`config.mk`:
```
export PLATFORM = sky130hd
export DESIGN_NAME = dsp48a1_slice
export DESIGN_NICKNAME = d
export VERILOG_FILES = /design/src/rtl/dsp48a1_slice.sv
export SDC_FILE = /design/constraint.sdc
export NUM_CORES = 2
export LEC_CHECK = 0
export ABC_AREA = 1
export BUFFER_PORTS_ARGS = -buffer_cell sky130_fd_sc_hd__buf_2
export CAP_MARGIN = 20
export CELL_PAD_IN_SITES_DETAIL_PLACEMENT = 1
export CELL_PAD_IN_SITES_GLOBAL_PLACEMENT = 1
export CORE_ASPECT_RATIO = 1.1
export CORE_UTILIZATION = 47
export DETAILED_ROUTE_END_ITERATION = 12
export PLACE_DENSITY = 0.95
export SLEW_MARGIN = 0
export SYNTH_ARGS = -nofsm -noshare
export SYNTH_HDL_FRONTEND = slang
export SYNTH_SLANG_ARGS = --single-unit
```
`constraint.sdc`:
```
create_clock -name clk -period 8.5 [get_ports clk]
set_clock_uncertainty 0.2 [all_clocks]
set_input_delay 0.85 -clock clk [delete_from_list [all_inputs] [get_ports clk]]
set_output_delay 0.85 -clock clk [all_outputs]
set_load 0.05 [all_outputs]
```
`src/rtl/dsp48a1_slice.sv`:
```
// DSP48A1-style slice: 18-bit pre-adder, 18x18 unsigned multiplier, 48-bit post-adder/accumulator.
// Optional cascade paths (BCIN, PCIN) are enabled by defining DSP_CASCADE_EN.
module dsp48a1_slice #(
  parameter int    A0REG       = 0,
  parameter int    A1REG       = 1,
  parameter int    B0REG       = 0,
  parameter int    B1REG       = 1,
  parameter int    CREG        = 1,
  parameter int    DREG        = 1,
  parameter int    MREG        = 1,
  parameter int    PREG        = 1,
  parameter int    CARRYINREG  = 1,
  parameter int    CARRYOUTREG = 1,
  parameter int    OPMODEREG   = 1,
  parameter string CARRYINSEL  = "OPMODE5",
  parameter string B_INPUT     = "DIRECT"
) (
  input  logic        clk,
  input  logic        RSTA,
  input  logic        RSTB,
  input  logic        RSTC,
  input  logic        RSTD,
  input  logic        RSTM,
  input  logic        RSTP,
  input  logic        RSTCARRYIN,
  input  logic        RSTOPMODE,
  input  logic        CEA,
  input  logic        CEB,
  input  logic        CEC,
  input  logic        CED,
  input  logic        CEM,
  input  logic        CEP,
  input  logic        CECARRYIN,
  input  logic        CEOPMODE,
  input  logic [17:0] A,
  input  logic [17:0] B,
  input  logic [17:0] D,
  input  logic [17:0] BCIN,
  input  logic [47:0] C,
  input  logic [47:0] PCIN,
  input  logic        CARRYIN,
  input  logic [7:0]  OPMODE,
  output logic [17:0] BCOUT,
  output logic [35:0] M,
  output logic [47:0] P,
  output logic [47:0] PCOUT,
  output logic        CARRYOUT,
  output logic        CARRYOUTF
);

  logic [17:0] a0_r, a1_r, b0_r, b1_r, d_r;
  logic [47:0] c_r, p_r;
  logic [35:0] m_r;
  logic [7:0]  opm_r;
  logic        cyi_r, co_r;

  logic [17:0] a0, a1, b_sel, b0, b1, b1_in, d, preadd;
  logic [47:0] c, x, z, pcin_eff;
  logic [35:0] mult;
  logic [7:0]  opm;
  logic        cin_src, cyi;
  logic [48:0] sum;

`ifdef DSP_CASCADE_EN
  assign b_sel = (B_INPUT == "DIRECT")  ? B :
                 (B_INPUT == "CASCADE") ? BCIN : 18'd0;
  assign pcin_eff = PCIN;
`else
  logic unused_cascade;
  assign unused_cascade = ^{BCIN, PCIN};
  assign b_sel    = B;
  assign pcin_eff = 48'd0;
`endif

  // Stage 0 registers
  always_ff @(posedge clk or posedge RSTA)
    if (RSTA)     a0_r <= '0;
    else if (CEA) a0_r <= A;

  always_ff @(posedge clk or posedge RSTB)
    if (RSTB)     b0_r <= '0;
    else if (CEB) b0_r <= b_sel;

  always_ff @(posedge clk or posedge RSTD)
    if (RSTD)     d_r <= '0;
    else if (CED) d_r <= D;

  always_ff @(posedge clk or posedge RSTC)
    if (RSTC)     c_r <= '0;
    else if (CEC) c_r <= C;

  always_ff @(posedge clk or posedge RSTOPMODE)
    if (RSTOPMODE)     opm_r <= '0;
    else if (CEOPMODE) opm_r <= OPMODE;

  assign a0  = (A0REG != 0)     ? a0_r  : A;
  assign b0  = (B0REG != 0)     ? b0_r  : b_sel;
  assign d   = (DREG != 0)      ? d_r   : D;
  assign c   = (CREG != 0)      ? c_r   : C;
  assign opm = (OPMODEREG != 0) ? opm_r : OPMODE;

  assign preadd = opm[6] ? (d - b0) : (d + b0);
  assign b1_in  = opm[4] ? preadd : b0;

  // Stage 1 registers (multiplier inputs)
  always_ff @(posedge clk or posedge RSTA)
    if (RSTA)     a1_r <= '0;
    else if (CEA) a1_r <= a0;

  always_ff @(posedge clk or posedge RSTB)
    if (RSTB)     b1_r <= '0;
    else if (CEB) b1_r <= b1_in;

  assign a1    = (A1REG != 0) ? a1_r : a0;
  assign b1    = (B1REG != 0) ? b1_r : b1_in;
  assign BCOUT = b1;

  assign mult = {18'd0, b1} * {18'd0, a1};

  always_ff @(posedge clk or posedge RSTM)
    if (RSTM)     m_r <= '0;
    else if (CEM) m_r <= mult;

  assign M = (MREG != 0) ? m_r : mult;

  assign cin_src = (CARRYINSEL == "OPMODE5") ? opm[5] :
                   (CARRYINSEL == "CARRYIN") ? CARRYIN : 1'b0;

  always_ff @(posedge clk or posedge RSTCARRYIN)
    if (RSTCARRYIN)     cyi_r <= 1'b0;
    else if (CECARRYIN) cyi_r <= cin_src;

  assign cyi = (CARRYINREG != 0) ? cyi_r : cin_src;

  // P feedback always comes from the P register so X=P / Z=P never forms a combinational loop
  always_comb begin
    x = 48'd0;
    case (opm[1:0])
      2'd0: x = 48'd0;
      2'd1: x = {12'd0, M};
      2'd2: x = p_r;
      2'd3: x = {d[11:0], a1, b1};
      default: x = 48'd0;
    endcase
  end

  always_comb begin
    z = 48'd0;
    case (opm[3:2])
      2'd0: z = 48'd0;
      2'd1: z = pcin_eff;
      2'd2: z = p_r;
      2'd3: z = c;
      default: z = 48'd0;
    endcase
  end

  assign sum = opm[7] ? ({1'b0, z} - ({1'b0, x} + {48'd0, cyi}))
                      : ({1'b0, z} + {1'b0, x} + {48'd0, cyi});

  always_ff @(posedge clk or posedge RSTP)
    if (RSTP)     p_r <= '0;
    else if (CEP) p_r <= sum[47:0];

  always_ff @(posedge clk or posedge RSTCARRYIN)
    if (RSTCARRYIN)     co_r <= 1'b0;
    else if (CECARRYIN) co_r <= sum[48];

  assign P         = (PREG != 0) ? p_r : sum[47:0];
  assign PCOUT     = P;
  assign CARRYOUT  = (CARRYOUTREG != 0) ? co_r : sum[48];
  assign CARRYOUTF = CARRYOUT;

endmodule

```
-- After elaboration in Yosys (flattened, before gate mapping)
Index checks and enable logic that the tools add are counted.
- reductions and logical operators: 3
- equal/unequal tests: 6
- $add $sub $neg: 6
- mux-type cells: 5
- $mul: 1
- operators with widths (operator ; count):
    one-hot mux 48 bit (4 select lines) ; 1
    one-hot mux 48 bit (3 select lines) ; 1
    adder 48 x 1 -> 49 bit ; 1
    adder 48 x 48 -> 49 bit ; 1
    adder 49 x 1 -> 49 bit ; 1
    2-to-1 mux 49 bit ; 1
    subtractor 48 x 49 -> 49 bit ; 1
    multiplier 18 x 18 -> 36 bit ; 1
    2-to-1 mux 18 bit ; 2
    adder 18 bit ; 1
    subtractor 18 bit ; 1
    equality test 2 bit, second input constant ; 4
    equality test 2 x 1 -> 1 bit, second input constant ; 2
    zero test 2 bit ; 2
    OR reduction 2 bit ; 1
- input bits: 194
- register bits: 196
- output and inout bits: 152

-- Logic depth before layout (Yosys ltp)
- depth in word-level cells: 6
- gate-level depth with buffers: 28
- mapped depth without buffers: 26

-- Least setup slack after synthesis
Ideal clock, no wire load.
- path type: register to register
- start point: register b1_r[16], in the netlist BCOUT[16]
- end point: register m_r[26], in the netlist M[26]
- data arrival time: 5707 ps
- stages on the path, launching flop included: 22
- buffers on the path: 2
- slack: 2475 ps
- setup time: 118 ps
- cells stage by stage: dfrtp_1 -> clkbuf_1 -> clkbuf_1 -> nand2_1 -> fa_1 -> fa_1 -> fa_1 -> inv_1 -> fa_1 -> fa_1 -> inv_1 -> fa_1 -> inv_1 -> ha_1 -> a21oi_1 -> o21a_1 -> o21bai_1 -> a21oi_1 -> nand2_1 -> or2_2 -> nand3_1 -> nand2_1
- cells in the longest elaborated chain, start to end: 1
- RTL lines (what ; line ; source):
    start: declaration ; 51 ; logic [17:0] a0_r, a1_r, b0_r, b1_r, d_r;
    start signal: assignment ; 112 ; else if (CEB) b1_r <= b1_in;
    multiplier 18 x 18 -> 36 bit ; 118 ; assign mult = {18'd0, b1} * {18'd0, a1};
    end signal: assignment ; 122 ; else if (CEM) m_r <= mult;
    end: declaration ; 53 ; logic [35:0] m_r;
Every way passes these cells.
A chain may end at the register's enable or synchronous reset.

-- Worst setup path after layout
- start point: register b1_r[10], in the netlist BCOUT[10]
- end point: register m_r[26], in the netlist M[26]
The elaborated chain is that of the path after synthesis.

==> flow_summary.yaml <==
worst_setup_path:
  path_depth: 19
  worstPathArrival_ns: 7.13
  crit_type: "reg -> reg"
  crit_chain: "nand2_1, fa_1, inv_1, fa_1, fa_1, fa_1, fa_1, inv_1, fa_1, inv_1, ha_1, a21oi_1, o21ai_0, o21bai_1, a21oi_1, nand2_1, or2_2, nand3_1, nand2_1"
  critPathBufInv: 3
  crit_family: "adder cells"
  start_kind: "register"
  timing.critical_path.mode_cell: "fa_1"
  end_kind: "register"
  worstPathMaxFanout: 21
  slowest_delay_ns: 1.11
  required_ns: 8.69
  rr_worst_depth: 19
  slowest_stage: "dfrtp_1"
die:
  core_area_um2: 64200
  fp-row-count: 97
  die_h_um: 270
  pin_count: 346
  die_x_um: 246
  design.die.area_um2: 66500
  start_util_pct: 47.9
synthesis:
  synth_area_per_cell_um2: 6.51
  synth_top_cell_by_area: "nand2_1"
  synth.yosys.seq_area_share_pct: 15.9
  synth_seq_cells: 196
  synthDistinctLibCells: 50
  syn_inst: 4725
  synth_edf_count: 0
  yosys.area.top_type_share_pct: 17.7
  synth_area_um2: 30800
  synth_flop_cell: "dfrtp_1"
  synthTopCellsByArea: "nand2_1, fa_1, dfrtp_1"
  synthArstFlopShare_pct: 100
  syn_nets: 5447
  ys_warn_count: 0
flow_run:
  maxCapViolCount: 0
cts:
  clock-sinks: 196
  path_clk_slew_ns: 0.10
  cts-resized-gates: 0
  htreeDepth: 4
  clockBufferDepth: 2
  cts_tree: "yes"
  cts_made_buffers: 17
  worstSkewPairLatency_ns: 0.53
  cts_root_buf: "clkbuf_16"
outcome:
  status: "completed"
placement:
  port_buffers: 278
  gp_congestion: 0.996
  post-dp-hpwl_um: 110000
sta:
  hold_viol: 0
  setup_tns_ns: 0
  final_max_slew_viol_count: 0
  min_period_ns: 6.94
  fin_crit_sh_pct: 81.6
  tightest_slew_ns: 1.26
  slew_headroom_pct: 16.2
  clock.fmax_mhz: 144
  setup_violations: 0
  rsz0062_at_grt: "no"
final_layout:
  antenna_cells: 0
  fillers: 8839
  syn_to_final_growth_pct: 7.47
  nets: 5564
  drive_gt1_share_pct: 8.90
route:
  ant_nets: 0
  remaining_drc_errors: 0
  avgViaCountPerCell: 5.70
  wl_um: 133000
  vias: 32491
  routedWlPerCell_um: 23.4
  first_pass_iters: 5
  drt-initial-drc-count: 2403
grt:
  grt_use_total_pct: 40.4
  antenna_found_initial: 1
  grt_pass1_wl_um: 202000
  grt_max_degree: 96
  grt_pass1_vias: 35363
  grt-ovfl-total: 0
min_path:
  hold_class: "in -> async"
==> layout by cell type (no fill, tap or decap), drive strengths merged, types with 2 or more instances in the layout <==
cell type / synthesis / final
buf: 87 / 293
o21bai: 20 / 20
ha: 267 / 267
or2: 21 / 21
o21ai: 220 / 220
nor4: 2 / 2
mux2: 9 / 9
dfrtp: 196 / 196
xnor2: 10 / 10
inv: 1137 / 1146
a21oi: 173 / 173
nand4: 40 / 40
nor2: 266 / 266
xor2: 44 / 44
o22ai: 61 / 61
and2: 7 / 7
clkinv: 4 / 9
a21boi: 2 / 2
a31oi: 13 / 13
o221ai: 30 / 30
nand3: 197 / 197
a21o: 5 / 5
o211ai: 8 / 8
o21a: 9 / 9
a22oi: 2 / 2
fa: 261 / 261
clkbuf: 109 / 17
o31ai: 2 / 2
nand3b: 18 / 18
nand2: 1472 / 1472
nor3: 30 / 30
==> area by class of cell <==
class / count / area, µm² / share of cell area (%)
Inverter: 1141 / 4280 / 13.0
Clock buffer: 17 / 425 / 1.29
Clock inverter: 15 / 196 / 0.594
Sequential cell: 196 / 4910 / 14.8
Tap cell: 841 / 1050 / 3.18
Timing Repair Buffer: 294 / 1560 / 4.71
Multi-Input combinational cell: 3192 / 20600 / 62.4
==> path summary, 6_finish.rpt <==
kind | from | endpoint | slack, ns
worst max-delay path | BCOUT[10] | M[26] | 1.56
worst min-delay path | RSTM | M[1] | 0.24
worst max register to register | BCOUT[10] | M[26] | 1.56
worst min register to register | M[3] | M[3] | 0.30
max in group asynchronous | RSTP | P[7] | 7.15
min in group clk | M[3] | M[3] | 0.30
==> per-stage QoR <==
stage	util (%)	instances	setup slack [ns]	hold slack (ns)	cell area, µm²
floorplan	-	4725	2.47	0.244	30800
global placement	50.4	5661	2.06	0.286	32400
detailed placement	50.4	5661	1.89	0.288	32400
CTS	51.4	5694	1.83	0.239	33000
global route	51.5	5696	1.44	0.279	33000
finish	51.5	5696	1.56	0.239	33000
==> per-layer routing <==
layer	part of all wire (%)	global-route usage, %	vias up
met4	8.9	32.4	2
met3	6.7	6.91	554
met1	36	44.7	15993
met2	48	68.2	1502
li1	-	-	14440
met5	0.0098	0	-
==> cells in the mapped netlist, drive strengths merged (4+ instances only) <==
cell    count
clkinv      4
o21a        9
fa        261
nand3     197
mux2        9
nor3       30
buf        87
nand2    1472
a21o        5
xnor2      10
a21oi     173
xor2       44
a31oi      13
and2        7
nand3b     18
nor2      266
o21bai     20
ha        267
or2        21
nand4      40
clkbuf    109
inv      1137
o22ai      61
o211ai      8
o21ai     220
dfrtp     196
o221ai     30
==> registers in the layout, summed over array words and instances, names as in the netlist <==
name      flops
c            48
BCOUT        18
opm           8
M            36
P            48
d            18
CARRYOUT      1
cyi           1
a1           18
==> cells by family after synthesis <==
kind of cell    after synthesis  share of synthesized area [%]
simple gates               2053                           27.3
buf+inv                    1337                           17.0
compound gates              548                           10.1
fa+ha+maj                   528                           27.9
flops                       196                           15.9
xor+xnor                     54                           1.54
mux                           9                          0.330
==> what timing repair did <==
action                     in CTS  in global routing
setup buffers                   0                  0
hold buffers                    1                  0
setup endpoints to repair       0                  0
hold endpoints to repair        2                  0
==> tightest hold or removal path: stages <==
cell and delay [ns]:
buf_2 0.10, inv_1 0.04, buf_4 0.41
Power is left out: the tool's default activity adds up to more than one toggle a clock period on the data nets, which glitch-free logic cannot reach.
